<file path="config.mk">
export PLATFORM = sky130hd
export DESIGN_NAME = dvp_capture
export DESIGN_NICKNAME = d
export VERILOG_FILES = /design/src/rtl/dvp_capture.sv
export SDC_FILE = /design/constraint.sdc
export NUM_CORES = 1
export LEC_CHECK = 0
export ABC_CLOCK_PERIOD_IN_PS = 2900
export BUFFER_PORTS_ARGS = -buffer_cell sky130_fd_sc_hd__buf_2
export CAP_MARGIN = 10
export CORE_AREA = 2 2 114 116
export DETAILED_ROUTE_END_ITERATION = 8
export DIE_AREA = 0 0 116 118
export HOLD_SLACK_MARGIN = 0.12
export PLACE_DENSITY = 0.78
export REMOVE_ABC_BUFFERS = 1
export SETUP_SLACK_MARGIN = 0.05
export SYNTH_ARGS = -nofsm -noshare
export SYNTH_HDL_FRONTEND = slang
export SYNTH_SLANG_ARGS = --single-unit
</file>
<file path="constraint.sdc">
create_clock -name clk -period 2.9 [get_ports clk]
set_input_delay 0.435 -clock clk [delete_from_list [all_inputs] [get_ports clk]]
set_output_delay 0.435 -clock clk [all_outputs]
set_load 0.1 [all_outputs]
</file>
<file path="src/rtl/dvp_capture.sv">
// Parallel camera (DVP) capture: frames registered pad samples, packs bytes
// into words tagged with SOF/EOL, and buffers them in a FWFT output FIFO.
module dvp_capture #(
   parameter int DATA_W         = 8,
   parameter int BYTES_PER_WORD = 2,
   parameter int LINE_W         = 12,
   parameter int FIFO_DEPTH     = 4
) (
   input  logic                             clk,
   input  logic                             reset,
   input  logic                             capture_en,
   input  logic                             cam_valid,
   input  logic                             cam_vsync,
   input  logic                             cam_href,
   input  logic [DATA_W-1:0]                cam_data,
   output logic [DATA_W*BYTES_PER_WORD-1:0] m_data,
   output logic                             m_sof,
   output logic                             m_eol,
   output logic                             m_valid,
   input  logic                             m_ready,
   output logic                             frame_done,
   output logic                             busy,
   output logic [LINE_W-1:0]                line_count,
   output logic [15:0]                      frame_count,
   output logic                             overflow,
   output logic                             short_line,
   input  logic                             clear_status
);

   localparam int WORD_W = DATA_W * BYTES_PER_WORD;
   localparam int IDX_W  = (BYTES_PER_WORD > 1) ? $clog2(BYTES_PER_WORD) : 1;
   localparam int PTR_W  = $clog2(FIFO_DEPTH);
   localparam logic [IDX_W-1:0] LAST_IDX = IDX_W'(BYTES_PER_WORD - 1);

   typedef enum logic [1:0] {S_IDLE, S_ARM, S_VSYNC, S_FRAME} state_t;

   state_t              r_state, w_state_next;
   logic [IDX_W-1:0]    r_idx;
   logic [WORD_W-1:0]   r_word;
   logic [WORD_W-1:0]   r_pend_data;
   logic                r_pend_valid;
   logic                r_prev_href;
   logic                r_sof_pending;
   logic [LINE_W-1:0]   r_lines;
   logic [LINE_W-1:0]   r_line_count;
   logic [15:0]         r_frame_count;
   logic                r_frame_done;
   logic                r_overflow;
   logic                r_short_line;

   logic                r_push_valid;
   logic [WORD_W-1:0]   r_push_data;
   logic                r_push_sof;
   logic                r_push_eol;

   logic [WORD_W+1:0]   r_mem [FIFO_DEPTH];
   logic [PTR_W:0]      r_wr_ptr;
   logic [PTR_W:0]      r_rd_ptr;

   logic                w_sample, w_end, w_byte, w_fall, w_enter_frame;
   logic [WORD_W-1:0]   w_word_new;
   logic [LINE_W-1:0]   w_lines_inc, w_lines_fin;
   logic                w_iss_valid;
   logic [WORD_W-1:0]   w_iss_data;
   logic                w_iss_eol;
   logic [PTR_W:0]      w_count;
   logic                w_full, w_pop, w_accept, w_drop, w_short_err;

   // ---------------- state machine ----------------
   always_ff @(posedge clk) begin
      if (reset) r_state <= S_IDLE;
      else       r_state <= w_state_next;
   end

   always_comb begin
      w_state_next = r_state;
      if (cam_valid) begin
         case (r_state)
            S_IDLE:  if (capture_en) w_state_next = S_ARM;
            S_ARM:   if (cam_vsync) w_state_next = S_VSYNC;
            S_VSYNC: if (!cam_vsync) w_state_next = S_FRAME;
            S_FRAME: if (cam_vsync) w_state_next = capture_en ? S_VSYNC : S_IDLE;
            default: w_state_next = S_IDLE;
         endcase
      end
   end

   assign w_sample      = cam_valid && (r_state == S_FRAME);
   assign w_end         = w_sample && cam_vsync;
   assign w_byte        = w_sample && !cam_vsync && cam_href;
   assign w_fall        = w_sample && r_prev_href && (cam_vsync || !cam_href);
   assign w_enter_frame = cam_valid && (r_state == S_VSYNC) && !cam_vsync;

   generate
      for (genvar gi = 0; gi < BYTES_PER_WORD; gi++) begin : g_slot
         assign w_word_new[WORD_W-1-gi*DATA_W -: DATA_W] =
            (r_idx == IDX_W'(gi)) ? cam_data : r_word[WORD_W-1-gi*DATA_W -: DATA_W];
      end
   endgenerate

   assign w_lines_inc = (r_lines == '1) ? r_lines : r_lines + 1'b1;
   assign w_lines_fin = w_fall ? w_lines_inc : r_lines;
   assign w_short_err = w_fall && (r_idx != '0);

   // A partial word can only exist after its line's pending word was already
   // pushed by the byte that started it, so a line end issues a single push.
   always_comb begin
      w_iss_valid = 1'b0;
      w_iss_data  = r_pend_data;
      w_iss_eol   = 1'b0;
      if (w_byte) begin
         w_iss_valid = r_pend_valid;
      end else if (w_fall) begin
         w_iss_eol = 1'b1;
         if (r_idx != '0) begin
            w_iss_valid = 1'b1;
            w_iss_data  = r_word;
         end else begin
            w_iss_valid = r_pend_valid;
         end
      end
   end

   // ---------------- framing / packing datapath ----------------
   always_ff @(posedge clk) begin
      if (reset) begin
         r_idx         <= '0;
         r_word        <= '0;
         r_pend_data   <= '0;
         r_pend_valid  <= 1'b0;
         r_prev_href   <= 1'b0;
         r_sof_pending <= 1'b0;
         r_lines       <= '0;
         r_line_count  <= '0;
         r_frame_count <= '0;
         r_frame_done  <= 1'b0;
         r_push_valid  <= 1'b0;
         r_push_data   <= '0;
         r_push_sof    <= 1'b0;
         r_push_eol    <= 1'b0;
      end else begin
         r_push_valid <= w_iss_valid;
         r_push_data  <= w_iss_data;
         r_push_eol   <= w_iss_eol;
         r_push_sof   <= r_sof_pending;
         if (w_iss_valid) r_sof_pending <= 1'b0;

         if (w_enter_frame) begin
            r_sof_pending <= 1'b1;
            r_lines       <= '0;
            r_idx         <= '0;
            r_word        <= '0;
            r_pend_valid  <= 1'b0;
            r_prev_href   <= 1'b0;
         end

         if (w_sample) r_prev_href <= cam_href && !cam_vsync;

         if (w_byte) begin
            if (r_idx == LAST_IDX) begin
               r_pend_data  <= w_word_new;
               r_pend_valid <= 1'b1;
               r_idx        <= '0;
               r_word       <= '0;
            end else begin
               r_word       <= w_word_new;
               r_idx        <= r_idx + 1'b1;
               r_pend_valid <= 1'b0;
            end
         end else if (w_fall) begin
            r_pend_valid <= 1'b0;
            r_idx        <= '0;
            r_word       <= '0;
            r_lines      <= w_lines_inc;
         end

         r_frame_done <= w_end;
         if (w_end) begin
            r_line_count  <= w_lines_fin;
            r_frame_count <= r_frame_count + 16'd1;
         end
      end
   end

   // ---------------- output FIFO (first-word-fall-through) ----------------
   assign w_count  = r_wr_ptr - r_rd_ptr;
   assign w_full   = (w_count == (PTR_W+1)'(FIFO_DEPTH));
   assign w_pop    = m_valid && m_ready;
   assign w_accept = r_push_valid && (!w_full || w_pop);
   assign w_drop   = r_push_valid && w_full && !w_pop;

   always_ff @(posedge clk) begin
      if (w_accept) r_mem[r_wr_ptr[PTR_W-1:0]] <= {r_push_sof, r_push_eol, r_push_data};
   end

   always_ff @(posedge clk) begin
      if (reset) begin
         r_wr_ptr     <= '0;
         r_rd_ptr     <= '0;
         r_overflow   <= 1'b0;
         r_short_line <= 1'b0;
      end else begin
         if (w_accept) r_wr_ptr <= r_wr_ptr + 1'b1;
         if (w_pop)    r_rd_ptr <= r_rd_ptr + 1'b1;
         // A new error in the same cycle as clear_status keeps the flag set.
         if (w_drop)            r_overflow <= 1'b1;
         else if (clear_status) r_overflow <= 1'b0;
         if (w_short_err)       r_short_line <= 1'b1;
         else if (clear_status) r_short_line <= 1'b0;
      end
   end

   logic [WORD_W+1:0] w_head;
   assign w_head      = r_mem[r_rd_ptr[PTR_W-1:0]];
   assign m_valid     = (r_wr_ptr != r_rd_ptr);
   assign m_data      = m_valid ? w_head[WORD_W-1:0] : '0;
   assign m_eol       = m_valid && w_head[WORD_W];
   assign m_sof       = m_valid && w_head[WORD_W+1];
   assign frame_done  = r_frame_done;
   assign busy        = (r_state == S_FRAME);
   assign line_count  = r_line_count;
   assign frame_count = r_frame_count;
   assign overflow    = r_overflow;
   assign short_line  = r_short_line;

endmodule
</file>
# Yosys cells after proc, flatten, opt, wreduce, memory -nomap -nowiden
# Memories as Yosys holds them, arrays and structs flattened. A register that Yosys moved wholly into a read port is not among the register bits.
# Index checks and enable logic that the tools add are counted.
[totals]
word_cells = 108
input_bits = 16
mem_count = 1
register_bits = 106
ram_bits = 72
out_inout_bits = 51
[classes]
n_reduce_logical = 31
eq_ne = 10
mux = 41
n_addsub = 6
[memory_table]
columns = ["name", "depth", "word_bits", "rd", "rd_clocked_by_memory_dff", "write_ports", "line", "rtl"]
rows = [
  ["r_mem", 4, 18, 1, 1, 1, "56", "logic [WORD_W+1:0] r_mem [FIFO_DEPTH];"],
]
[op_table]
columns = ["op", "count"]
rows = [
  ["16-bit 2-to-1 mux", 8],
  ["12-bit 2-to-1 mux", 5],
  ["1-bit 2-to-1 mux", 18],
  ["16-bit by 1-bit adder with 16-bit output (second input constant)", 1],
  ["1-bit logical AND", 16],
  ["8-bit 2-to-1 mux", 2],
  ["2-bit 2-to-1 mux", 7],
  ["12-bit by 1-bit adder with 12-bit output (second input constant)", 1],
  ["12-bit equality test (second input constant)", 1],
  ["2-bit inequality test (second input constant)", 4],
  ["2-bit case mux with 4 select lines", 1],
  ["2-bit nonzero test", 4],
  ["3-bit by 1-bit adder with 3-bit output (second input constant)", 2],
  ["5-bit AND reduction", 1],
  ["2-bit equality test (second input constant)", 2],
  ["1-bit logical NOT", 4],
  ["3-bit equality test (second input constant)", 1],
  ["3-bit inequality test", 1],
  ["3-bit nonzero test", 1],
  ["3-bit subtractor", 1],
  ["2-bit by 1-bit equality test with 1-bit output (second input constant)", 1],
  ["2-bit logical NOT", 1],
  ["1-bit logical OR", 2],
  ["2-bit AND reduction", 1],
  ["other kinds (2)", 2],
]

# Depth between registers and ports, before layout
# Gate-level depths: netlist of run 1.
[depth]
word_depth = 8
mapped_depth = 8
ltp_nobuf = 7

# Worst setup path before layout of run 1
# Ideal clock, no wire load.
[synth_timing]
path_kind = "register to output"
startpoint = "register r_wr_ptr[0]"
endpoint = "output port m_data[10]"
slack_ns = -0.268
path_buffers = 1
t_arrival_ns = 2.733
path_stages_with_launch = 6
required_time_ns = 2.465
cell_sequence = "dfxtp_1 inv_1 ha_1 nand3_1 clkbuf_1 and2_1"
[synth_between]
elab_chain_cells = 2
[synth_lines]
columns = ["item", "line", "rtl"]
rows = [
  ["from (decl)", "57", "logic [PTR_W:0] r_wr_ptr;"],
  ["from (signal assigned)", "203", "if (w_accept) r_wr_ptr <= r_wr_ptr + 1'b1;"],
  ["3-bit inequality test", "215", "assign m_valid = (r_wr_ptr != r_rd_ptr);"],
  ["named net m_valid", "19", "output logic m_valid,"],
  ["16-bit 2-to-1 mux", "216", "assign m_data = m_valid ? w_head[WORD_W-1:0] : '0;"],
  ["to (decl)", "16", "output logic [DATA_W*BYTES_PER_WORD-1:0] m_data,"],
]
# The timed path passes the listed nets, and every way through them passes these cells.

# Final worst setup path of run 1
[layout_timing]
startpoint = "register r_wr_ptr[0]"
endpoint = "output port m_data[11]"
[layout_between]
elab_chain_cells = 2
[layout_lines]
columns = ["item", "line"]
rows = [
  ["3-bit inequality test", "215"],
  ["16-bit 2-to-1 mux", "216"],
]
# No other way between the ends.

==> run_results.csv, run 1 <==
group,metric,value,unit
synth,synth_cell_types,65,
finish,multi_input_area,2650,um^2
drt,drt_first_pass_iters,4,
synth,syn_area,7210,um^2
sta,fin_skew,0.00824,ns
worst_hold_path,worstHoldPathType,"input pin to flip-flop",
cts,cts-htree-levels,4,
worst_setup_path,path_max_fanout,22,
worst_hold_path,whs_endpoint,"r_pend_data[4]",
global_route,grt_max_degree,57,
cts,cts_root_buf,"clkbuf_16",
placement,routabilityCongestion,0.878,
finish,regArea,4320,um^2
sta,tightestPinTransition,0.591,ns
synth,seq_area_frac_synth,60.0,%
finish,nets,720,
finish,area_delta_synth_final,14.3,%
floorplanning,ios,67,
worst_setup_path,reg2reg_from,"r_wr_ptr[0]",
run_status,status,"completed",
worst_setup_path,slowest_delay,0.42,ns
sta,rsz0062_at_grt,"no",
drt,wl,14300,um
floorplanning,core_area,12400,um^2
cts,clk_latency,0.42,ns
worst_setup_path,crit_arrival,2.17,ns
drt,via_per_inst,5.58,
sta,relSlewSlack,60.6,%
worst_hold_path,hp-start,"cam_data[4]",
drt,wl_per_cell,16.2,um
flow_run,cap_violations,0,
power,ir_drop,0.000275,V
sta,holdWs,0.266,ns
synth,synth_edf_count,72,
floorplanning,die_w,116,um
sta,setup_tns,0,ns
worst_setup_path,r2r-end,"r_mem[1][15]",
power,p_per_area,610,nW/um^2
synth,synth-seq-cells,180,
synth,netlist_instances,635,
cts,clk_path_buf_depth,2,
drt,drt_iter0_markers,331,
sta,clock.fmax,0.384,GHz
synth,synth_area_leaders,"dfxtp_1, edfxtp_1, mux4_2",
finish,insertedDiodeCount,0,
global_route,antenna_found_initial,0,
worst_setup_path,worst_setup_path_end_kind,"primary output",
worst_setup_path,critPathKind,"flip-flop to primary output",
placement,place_area,7630,um^2
cts,cts_resized,1,
global_route,grt_pass1_vias,4690,
drt,route.detailed.drc,0,
worst_setup_path,r2r_cells,8,
cts,hold_buffers,0,
worst_setup_path,worstSetupStartpointType,"flip-flop",
sta,post-route-min-period,2.60,ns
worst_hold_path,whs_path_depth,3,
worst_setup_path,required,2.47,ns
floorplanning,start_util,58.1,%
cts,cts.clk_slew.worst_paths,0.06,ns
synth,ys_top_cells_by_count,"dfxtp_1, nand2_1, edfxtp_1",
cts,cts_sinks,180,
placement,dpl.hpwl,8880,um
finish,nFillCells,919,
synth,yosys_warnings,0,
synth,synthArstFlopShare,0,%
synth,synth_ff_type,"dfxtp_1",
power,leakage,2.99,nW
cts,tritoncts,"yes",
worst_setup_path,cp_cell_sequence,"inv_1 > ha_1 > nand3_2 > and2_1 > buf_2",
placement,io_buffers,66,
sta,setup_violations,0,
finish,fin_area,8250,um^2
drt,postRouteAntennaNets,0,
cts,postCtsSetupRepairBufs,0,
global_route,grt_pass1_wl,22900,um
sta,finalCritPeriodShare,89.7,%
floorplanning,die_h,118,um
global_route,overflow,0,
cts,cts_buffers,17,
sta,hold_viol,0,
worst_setup_path,r2r_setup_slack,0.76,ns
worst_setup_path,cp_slowest_cell,"buf_2",
drt,vias,4909,
floorplanning,dieArea,13700,um^2
synth,yosysMostFrequentCell,"dfxtp_1",
synth,synth_top_area_share,30.0,%
sta,drv_slew,0,
synth,synth.avg_cell_area,11.4,um^2
synth,yosys.area.top_type,"dfxtp_1",
floorplanning,rows,41,
global_route,grt_use_total,21.4,%
finish,layout-drive-gt1-share,20.9,%
-- area by class of cell --
cell class | instances | area share, %
clock buffer | 19 | 5.37
clock inverter | 13 | 2.05
inverter | 6 | 0.273
multi-input combinational | 412 | 32.2
sequential | 180 | 52.4
timing repair buffer | 78 | 5.10
tap | 172 | 2.61
-- layout by cell type, fill, tap and decap left out, types with 4 or more instances in the layout --
master	n
xnor2_1	5
ha_1	9
a311oi_1	5
buf_4	12
and3_1	7
nor2_1	54
nand3_1	14
mux4_2	18
a211oi_1	4
nand4_1	9
inv_1	5
nor3_1	11
xor2_1	13
a31oi_1	8
o21ai_0	12
nand2_1	90
dfxtp_1	108
inv_6	6
clkbuf_16	17
and2_1	32
buf_2	66
edfxtp_1	72
a22oi_1	8
a21oi_1	53
nor2b_1	8
-- through the flow --
stage	power (W)	cells	utilization (%)	setup slack, ns
6_report	0.00503	880	66.4	0.299
5_1_grt	0.00516	880	66.4	0.150
3_3_place_gp	0.00273	848	61.4	0.590
2_1_floorplan	0.00269	598	-	-0.167
4_1_cts	0.00506	880	66.4	0.253
3_5_place_dp	0.00273	848	61.4	0.458
-- registers in the layout, summed over array words and instances, names as in the netlist, named ones only --
name	cells
r_pend_data	16
r_state	2
line_count	12
r_mem	72
r_word	16
r_push_eol	1
r_prev_href	1
r_push_valid	1
r_pend_valid	1
r_wr_ptr	3
overflow	1
r_sof_pending	1
r_push_data	16
r_lines	12
r_rd_ptr	3
r_idx	1
frame_done	1
r_push_sof	1
frame_count	16
short_line	1
-- worst max-delay path, delay by kind of cell, from the launching register on --
kind                       cells  cell delay [ns]
DFF                            1             0.38
buffers and inverters          2             0.53
adders and majority gates      1             0.34
and+or+nand+nor                2             0.49
-- worst max path at each step --
| stage | depth (start not counted) | end | startpoint | slack (ns) |
|---|---|---|---|---|
| 6_report | 5 | m_data[11] | r_wr_ptr[0] | 0.30 |
| 5_1_grt | 5 | m_data[2] | r_wr_ptr[0] | 0.15 |
| 4_1_cts | 5 | m_data[11] | r_wr_ptr[0] | 0.25 |
| 3_5_place_dp | 5 | m_data[11] | r_wr_ptr[0] | 0.46 |
| 3_3_place_gp | 5 | m_data[1] | r_wr_ptr[0] | 0.59 |
| 2_1_floorplan | 4 | m_data[0] | r_wr_ptr[0] | -0.17 |
-- report_power, final --
group,internal [W],switching [W],leakage [nW]
combinational,0.0000177,0.0000446,1.15
clock,0.00139,0.000960,0.300
sequential,0.00261,0.00000481,1.54
-- logic make-up (layout without fill, tap and decap cells) --
family                   Yosys count  in the layout  share of synthesized area [%]
AO/OA/AOI/OAI                    108            108                           9.07
buffers and inverters             43            116                           3.35
AND/OR/NAND/NOR                  256            256                           17.8
adder cells (fa/ha/maj)            9              9                           1.56
XOR/XNOR                          18             18                           2.19
flip-flops                       180            180                           60.0
multiplexers                      21             21                           6.07
-- routing by layer --
layer	track usage (%)	up-vias	part of all wire, %
li1	-	2386	-
met1	27.5	2375	43
met2	35.2	131	51
met3	4.94	17	4.6
met4	8.41	0	1.7
met5	0	-	0
(Power assumes the default switching activity.)
==> run 2, diff against run 1 <==
- ABC_CLOCK_PERIOD_IN_PS: 2900 -> 2400
- CTS_BUF_LIST: default -> sky130_fd_sc_hd__clkbuf_16
- clock period: 2.9 -> 2.4 ns (I/O delays scaled with it)
==> run 2 against run 1 <==
Compared with the run above: critical path depth grew 1; total power grew 18%; wire length grew 5.0%; clock-buffer cell count decreased by 2; non-clock buffer count rose by 1; sequential share of layout area shrank 2.0 points; sequential power rose by 21%; first-iteration DRC count decreased by 3.9%; critical path type unchanged; worst setup slack worse by 0.17 ns; critical endpoint is now m_data[0]; utilization increased by 2.7 points; sequential cell count did not move.
==> run_results.csv, run 2 (synthesis results as in run 1) <==
group,metric,value,unit
sta,drv_slew,0,
sta,setup_tns,0,ns
drt,via_per_inst,5.67,
worst_setup_path,required,2.04,ns
worst_setup_path,worst_setup_path_end_kind,"primary output",
sta,post-route-min-period,2.27,ns
finish,largest_reg_flops,72,
finish,nets,721,
drt,wl_per_cell,17.0,um
cts,cts_sinks,180,
floorplanning,start_util,58.1,%
cts,tritoncts,"yes",
floorplanning,die_h,118,um
run_status,status,"completed",
drt,drt_iter0_markers,318,
finish,area_delta_synth_final,18.9,%
drt,postRouteAntennaNets,0,
worst_setup_path,cp_cell_sequence,"inv_1 > ha_4 > nand3_4 > bufbuf_16 > and2_4 > buf_12",
global_route,overflow,0,
sta,rsz0062_at_grt,"no",
worst_hold_path,worstHoldPathType,"input pin to flip-flop",
cts,clk_path_buf_depth,2,
cts,hold_buffers,0,
finish,regArea,4330,um^2
sta,setup_violations,0,
sta,holdWs,0.189,ns
power,ir_drop,0.000426,V
finish,layout-drive-gt1-share,22.8,%
global_route,grt_max_degree,94,
cts,cts.clk_slew.worst_paths,0.07,ns
finish,layout_commonest_cell,"dfxtp_1",
worst_setup_path,cp_slowest_cell,"dfxtp_2",
floorplanning,core_area,12400,um^2
sta,clock.fmax,0.440,GHz
sta,relSlewSlack,58.5,%
power,leakage,3.05,nW
drt,vias,4995,
floorplanning,dieArea,13700,um^2
global_route,grt_pass1_vias,4917,
global_route,antenna_found_initial,0,
worst_setup_path,path_max_fanout,11,
placement,io_buffers,66,
cts,cts-htree-levels,4,
worst_setup_path,worstSetupStartpointType,"flip-flop",
placement,dpl.hpwl,9200,um
cts,cts_root_buf,"clkbuf_16",
finish,multi_input_area,2720,um^2
finish,nFillCells,847,
finish,insertedDiodeCount,0,
finish,final_util,69.1,%
sta,finalCritPeriodShare,94.8,%
placement,preCtsSetupSlack,-0.149,ns
cts,cts_buffers,17,
drt,wl,15000,um
cts,clk_latency,0.42,ns
sta,tightestPinTransition,0.622,ns
worst_setup_path,crit_arrival,1.91,ns
global_route,grt_pass1_wl,24200,um
drt,route.detailed.drc,0,
floorplanning,ios,67,
power,p_per_area,694,nW/um^2
drt,drt_first_pass_iters,4,
finish,mostFrequentLayoutCells,"dfxtp_1, nand2_1, edfxtp_1",
placement,routabilityCongestion,0.882,
worst_setup_path,slowest_delay,0.36,ns
floorplanning,rows,41,
flow_run,cap_violations,0,
sta,fin_skew,0.0109,ns
sta,fin_ws,0.126,ns
global_route,grt_use_total,22.8,%
worst_setup_path,critPathKind,"flip-flop to primary output",
floorplanning,die_w,116,um
sta,hold_viol,0,
## run 2: per-layer routing
layer | wire (um) | vias to the layer above | track usage (%)
met2 | 7760 | 131 | 38.5
met4 | 294 | 0 | 7.14
met3 | 633 | 22 | 5.36
li1 | - | 2403 | -
met1 | 6310 | 2439 | 29.0
met5 | 0 | - | 0
## run 2: metrics by stage
| step | std cells | instance area [um^2] | total power, W |
|---|---|---|---|
| floorplan | 598 | 6990 | 0.00325 |
| global placement | 848 | 7670 | 0.00330 |
| detailed placement | 848 | 7670 | 0.00331 |
| CTS | 881 | 8530 | 0.00599 |
| global route | 881 | 8580 | 0.00612 |
| finish | 881 | 8580 | 0.00595 |
## run 2: worst max-delay path, delay by kind of cell, from the launching register on
family / cells / cell delay [ns]
AND/OR/NAND/NOR: 2 / 0.24
adder cells (fa/ha/maj): 1 / 0.30
flip-flops: 1 / 0.36
buffers and inverters: 3 / 0.59
## run 2: worst paths after layout
check,from,to,slack [ns],depth (start not counted)
setup / recovery,r_wr_ptr[0],m_data[0],0.13,6
hold / removal,cam_data[5],r_pend_data[5],0.19,3
hold reg to reg,r_pend_data[11],r_push_data[11],0.45,2
setup reg to reg,r_wr_ptr[0],r_mem[1][15],0.25,7
## run 2: area by class of cell
class | count | share of cell area [%]
multi-input cells | 412 | 31.7
clock inverters | 15 | 1.85
clock buffers | 17 | 4.96
well taps | 172 | 2.51
repair buffers | 79 | 8.27
inverters | 6 | 0.263
flip-flops and latches | 180 | 50.4
## run 2: timing repair
action	4_1_cts	5_1_grt
pin swaps	1	0
resized for setup	73	7
setup buffers	0	0
cloned	1	0
endpoints found under the setup margin	72	66
## run 2: report_power, final
group	switching (W)	internal [W]
Clock	0.00117	0.00155
Sequential	0.00000576	0.00316
Combinational	0.0000554	0.0000228
==> run 3, diff against run 2 <==
- ABC_CLOCK_PERIOD_IN_PS: 2400 -> 2650
- CORE_AREA: 2 2 114 116 -> 2 2 110 112
- DIE_AREA: 0 0 116 118 -> 0 0 112 114
- PLACE_DENSITY: 0.78 -> 0.83
- clock period: 2.4 -> 2.65 ns (I/O delays scaled with it)
==> run 3 against run 2 <==
Compared with the run above: clock skew up 0.00058 ns; largest cell class unchanged; wire length fell by 2.6%; worst setup slack improved by 0.032 ns.
==> run_results.csv, run 3 (synthesis results as in run 1) <==
group,metric,value,unit
finish,final_util,70.2,%
power,p_sw,0.00118,W
drt,postRouteAntennaNets,0,
worst_hold_path,worstHoldPathType,"input pin to flip-flop",
worst_setup_path,cp_cell_sequence,"buf_4 > mux4_2 > and2_1 > buf_2",
worst_setup_path,crit_family,"buffers and inverters",
floorplanning,start_util,61.6,%
drt,route.detailed.drc,0,
drt,wl_per_cell,17.1,um
floorplanning,core_area,11700,um^2
worst_setup_path,slowest_delay,0.57,ns
finish,layout_commonest_cell,"dfxtp_1",
power,power,0.00549,W
worst_setup_path,critPathBufInv,2,
floorplanning,ios,67,
sta,tightestPinTransition,0.622,ns
power,leakage,2.98,nW
global_route,met1_usage,30.1,%
worst_setup_path,critPathKind,"flip-flop to primary output",
cts,clk_path_buf_depth,2,
global_route,antenna_found_initial,0,
worst_setup_path,required,2.25,ns
sta,post-route-min-period,2.49,ns
finish,area_delta_synth_final,13.9,%
power,seqPwrFrac,52.1,%
finish,regArea,4320,um^2
finish,multi_input_area,2660,um^2
sta,fin_skew,0.0114,ns
drt,drt_iter0_markers,373,
global_route,grt_pass1_wl,24100,um
cts,cts_sinks,180,
floorplanning,die_h,114,um
floorplanning,die_w,112,um
finish,layout-drive-gt1-share,21.1,%
worst_setup_path,worstSetupStartpointType,"flip-flop",
run_status,status,"completed",
worst_setup_path,cp_slowest_cell,"mux4_2",
finish,fin_area,8220,um^2
worst_setup_path,worst_setup_path_end_kind,"primary output",
finish,insertedDiodeCount,0,
power,comb_power_share,1.3,%
finish,largest_reg_flops,72,
cts,cts_buffers,17,
floorplanning,rows,40,
cts,tritoncts,"yes",
sta,hold_viol,0,
worst_hold_path,whs_path_depth,3,
cts,cts_root_buf,"clkbuf_16",
placement,dpl.hpwl,8940,um
drt,wl,14600,um
sta,clock.fmax,0.401,GHz
finish,mostFrequentLayoutCells,"dfxtp_1, nand2_1, edfxtp_1",
power,p_int,0.00431,W
floorplanning,dieArea,12800,um^2
power,ir_drop,0.000435,V
power,swShare,21.5,%
worst_setup_path,cp.depth,4,
cts,cts-htree-levels,4,
drt,drt_first_pass_iters,5,
global_route,grt_use_total,23.9,%
worst_setup_path,crit_arrival,2.09,ns
power,p_per_area,668,nW/um^2
placement,preCtsSetupSlack,0.125,ns
global_route,grt_util_met3,4.89,%
global_route,grt_pass1_vias,4884,
cts,clk_latency,0.42,ns
cts,cts.clk_slew.worst_paths,0.07,ns
worst_setup_path,path_max_fanout,18,
power,clkPwrFrac,46.6,%
sta,setup_violations,0,
global_route,gr-max-usage-layer,"met2",
drt,vias,5029,
placement,routabilityCongestion,0.852,
sta,relSlewSlack,58.5,%
global_route,grtUsageMet2,41.1,%
worst_setup_path,r2r_cells,7,
drt,via_per_inst,5.90,
sta,holdWs,0.228,ns
placement,io_buffers,66,
sta,fin_ws,0.158,ns
flow_run,cap_violations,0,
placement,place_area,7590,um^2
sta,drv_slew,0,
finish,nFillCells,786,
sta,rsz0062_at_grt,"no",
finish,nets,718,
global_route,overflow,0,
sta,finalCritPeriodShare,94.0,%
global_route,grt_max_degree,94,
cts,hold_buffers,0,
## run 3: changes by cell type in the layout (fill, tap and decap cells not counted), moves of 2 or more
cell and delta:
and2_1 +7, and2_2 +3, and2_4 -10, buf_12 -13, buf_2 +18, buf_6 -7, clkinv_4 -3, ha_1 +2
ha_4 -2, inv_1 -3, inv_8 +5
## run 3: final timing paths
kind | startpoint | endpoint | slack [ns]
worst max-delay path | flip-flop | m_data[7] | 0.16
worst min-delay path | cam_data[0] | r_pend_data[0] | 0.23
worst max register to register | r_wr_ptr[0] | r_mem[1][8] | 0.32
worst min register to register | r_word[5] | r_push_data[5] | 0.45
## run 3: power by group through the flow
stage,Sequential [W],Combinational (W),Clock (W)
6_report,0.00286,0.0000703,0.00256
5_1_grt,0.00286,0.0000754,0.00271
4_1_cts,0.00286,0.0000693,0.00258
3_5_place_dp,0.00292,0.0000692,0
3_3_place_gp,0.00292,0.0000679,0
2_1_floorplan,0.00293,0.0000178,0
## run 3: cell type report
| type | count | area share [%] |
|---|---|---|
| Multi-Input combinational cell | 412 | 32.4 |
| Inverter | 6 | 0.274 |
| Tap cell | 147 | 2.24 |
| Clock inverter | 15 | 2.18 |
| Sequential cell | 180 | 52.6 |
| Clock buffer | 17 | 5.18 |
| Timing Repair Buffer | 76 | 5.12 |
## run 3: repair_timing
action	CTS	global route
setup endpoints to repair	19	72
resized for setup	1	5
pin swaps	0	0
buffers inserted	0	0
## run 3: routing by layer
layer | share of wire, % | wire length [um] | vias to the layer above
met1 | 43 | 6290 | 2437
li1 | - | - | 2388
met3 | 4.9 | 712 | 25
met2 | 50 | 7350 | 179
met4 | 1.7 | 252 | 0
met5 | 0 | 0 | -
## run 3: per-stage QoR
step	cells	setup TNS (ns)
after detailed placement	821	0
after floorplan	598	-6.84
final	853	0
after global placement	821	0
after CTS	853	0
after global routing	853	0
## run 3: worst min-delay path: cells and delay by family
| family | cells | cell delay (ns) |
|---|---|---|
| AOI/OAI and AO/OA | 1 | 0.05 |
| buffers and inverters | 1 | 0.11 |
| and+or+nand+nor | 1 | 0.05 |
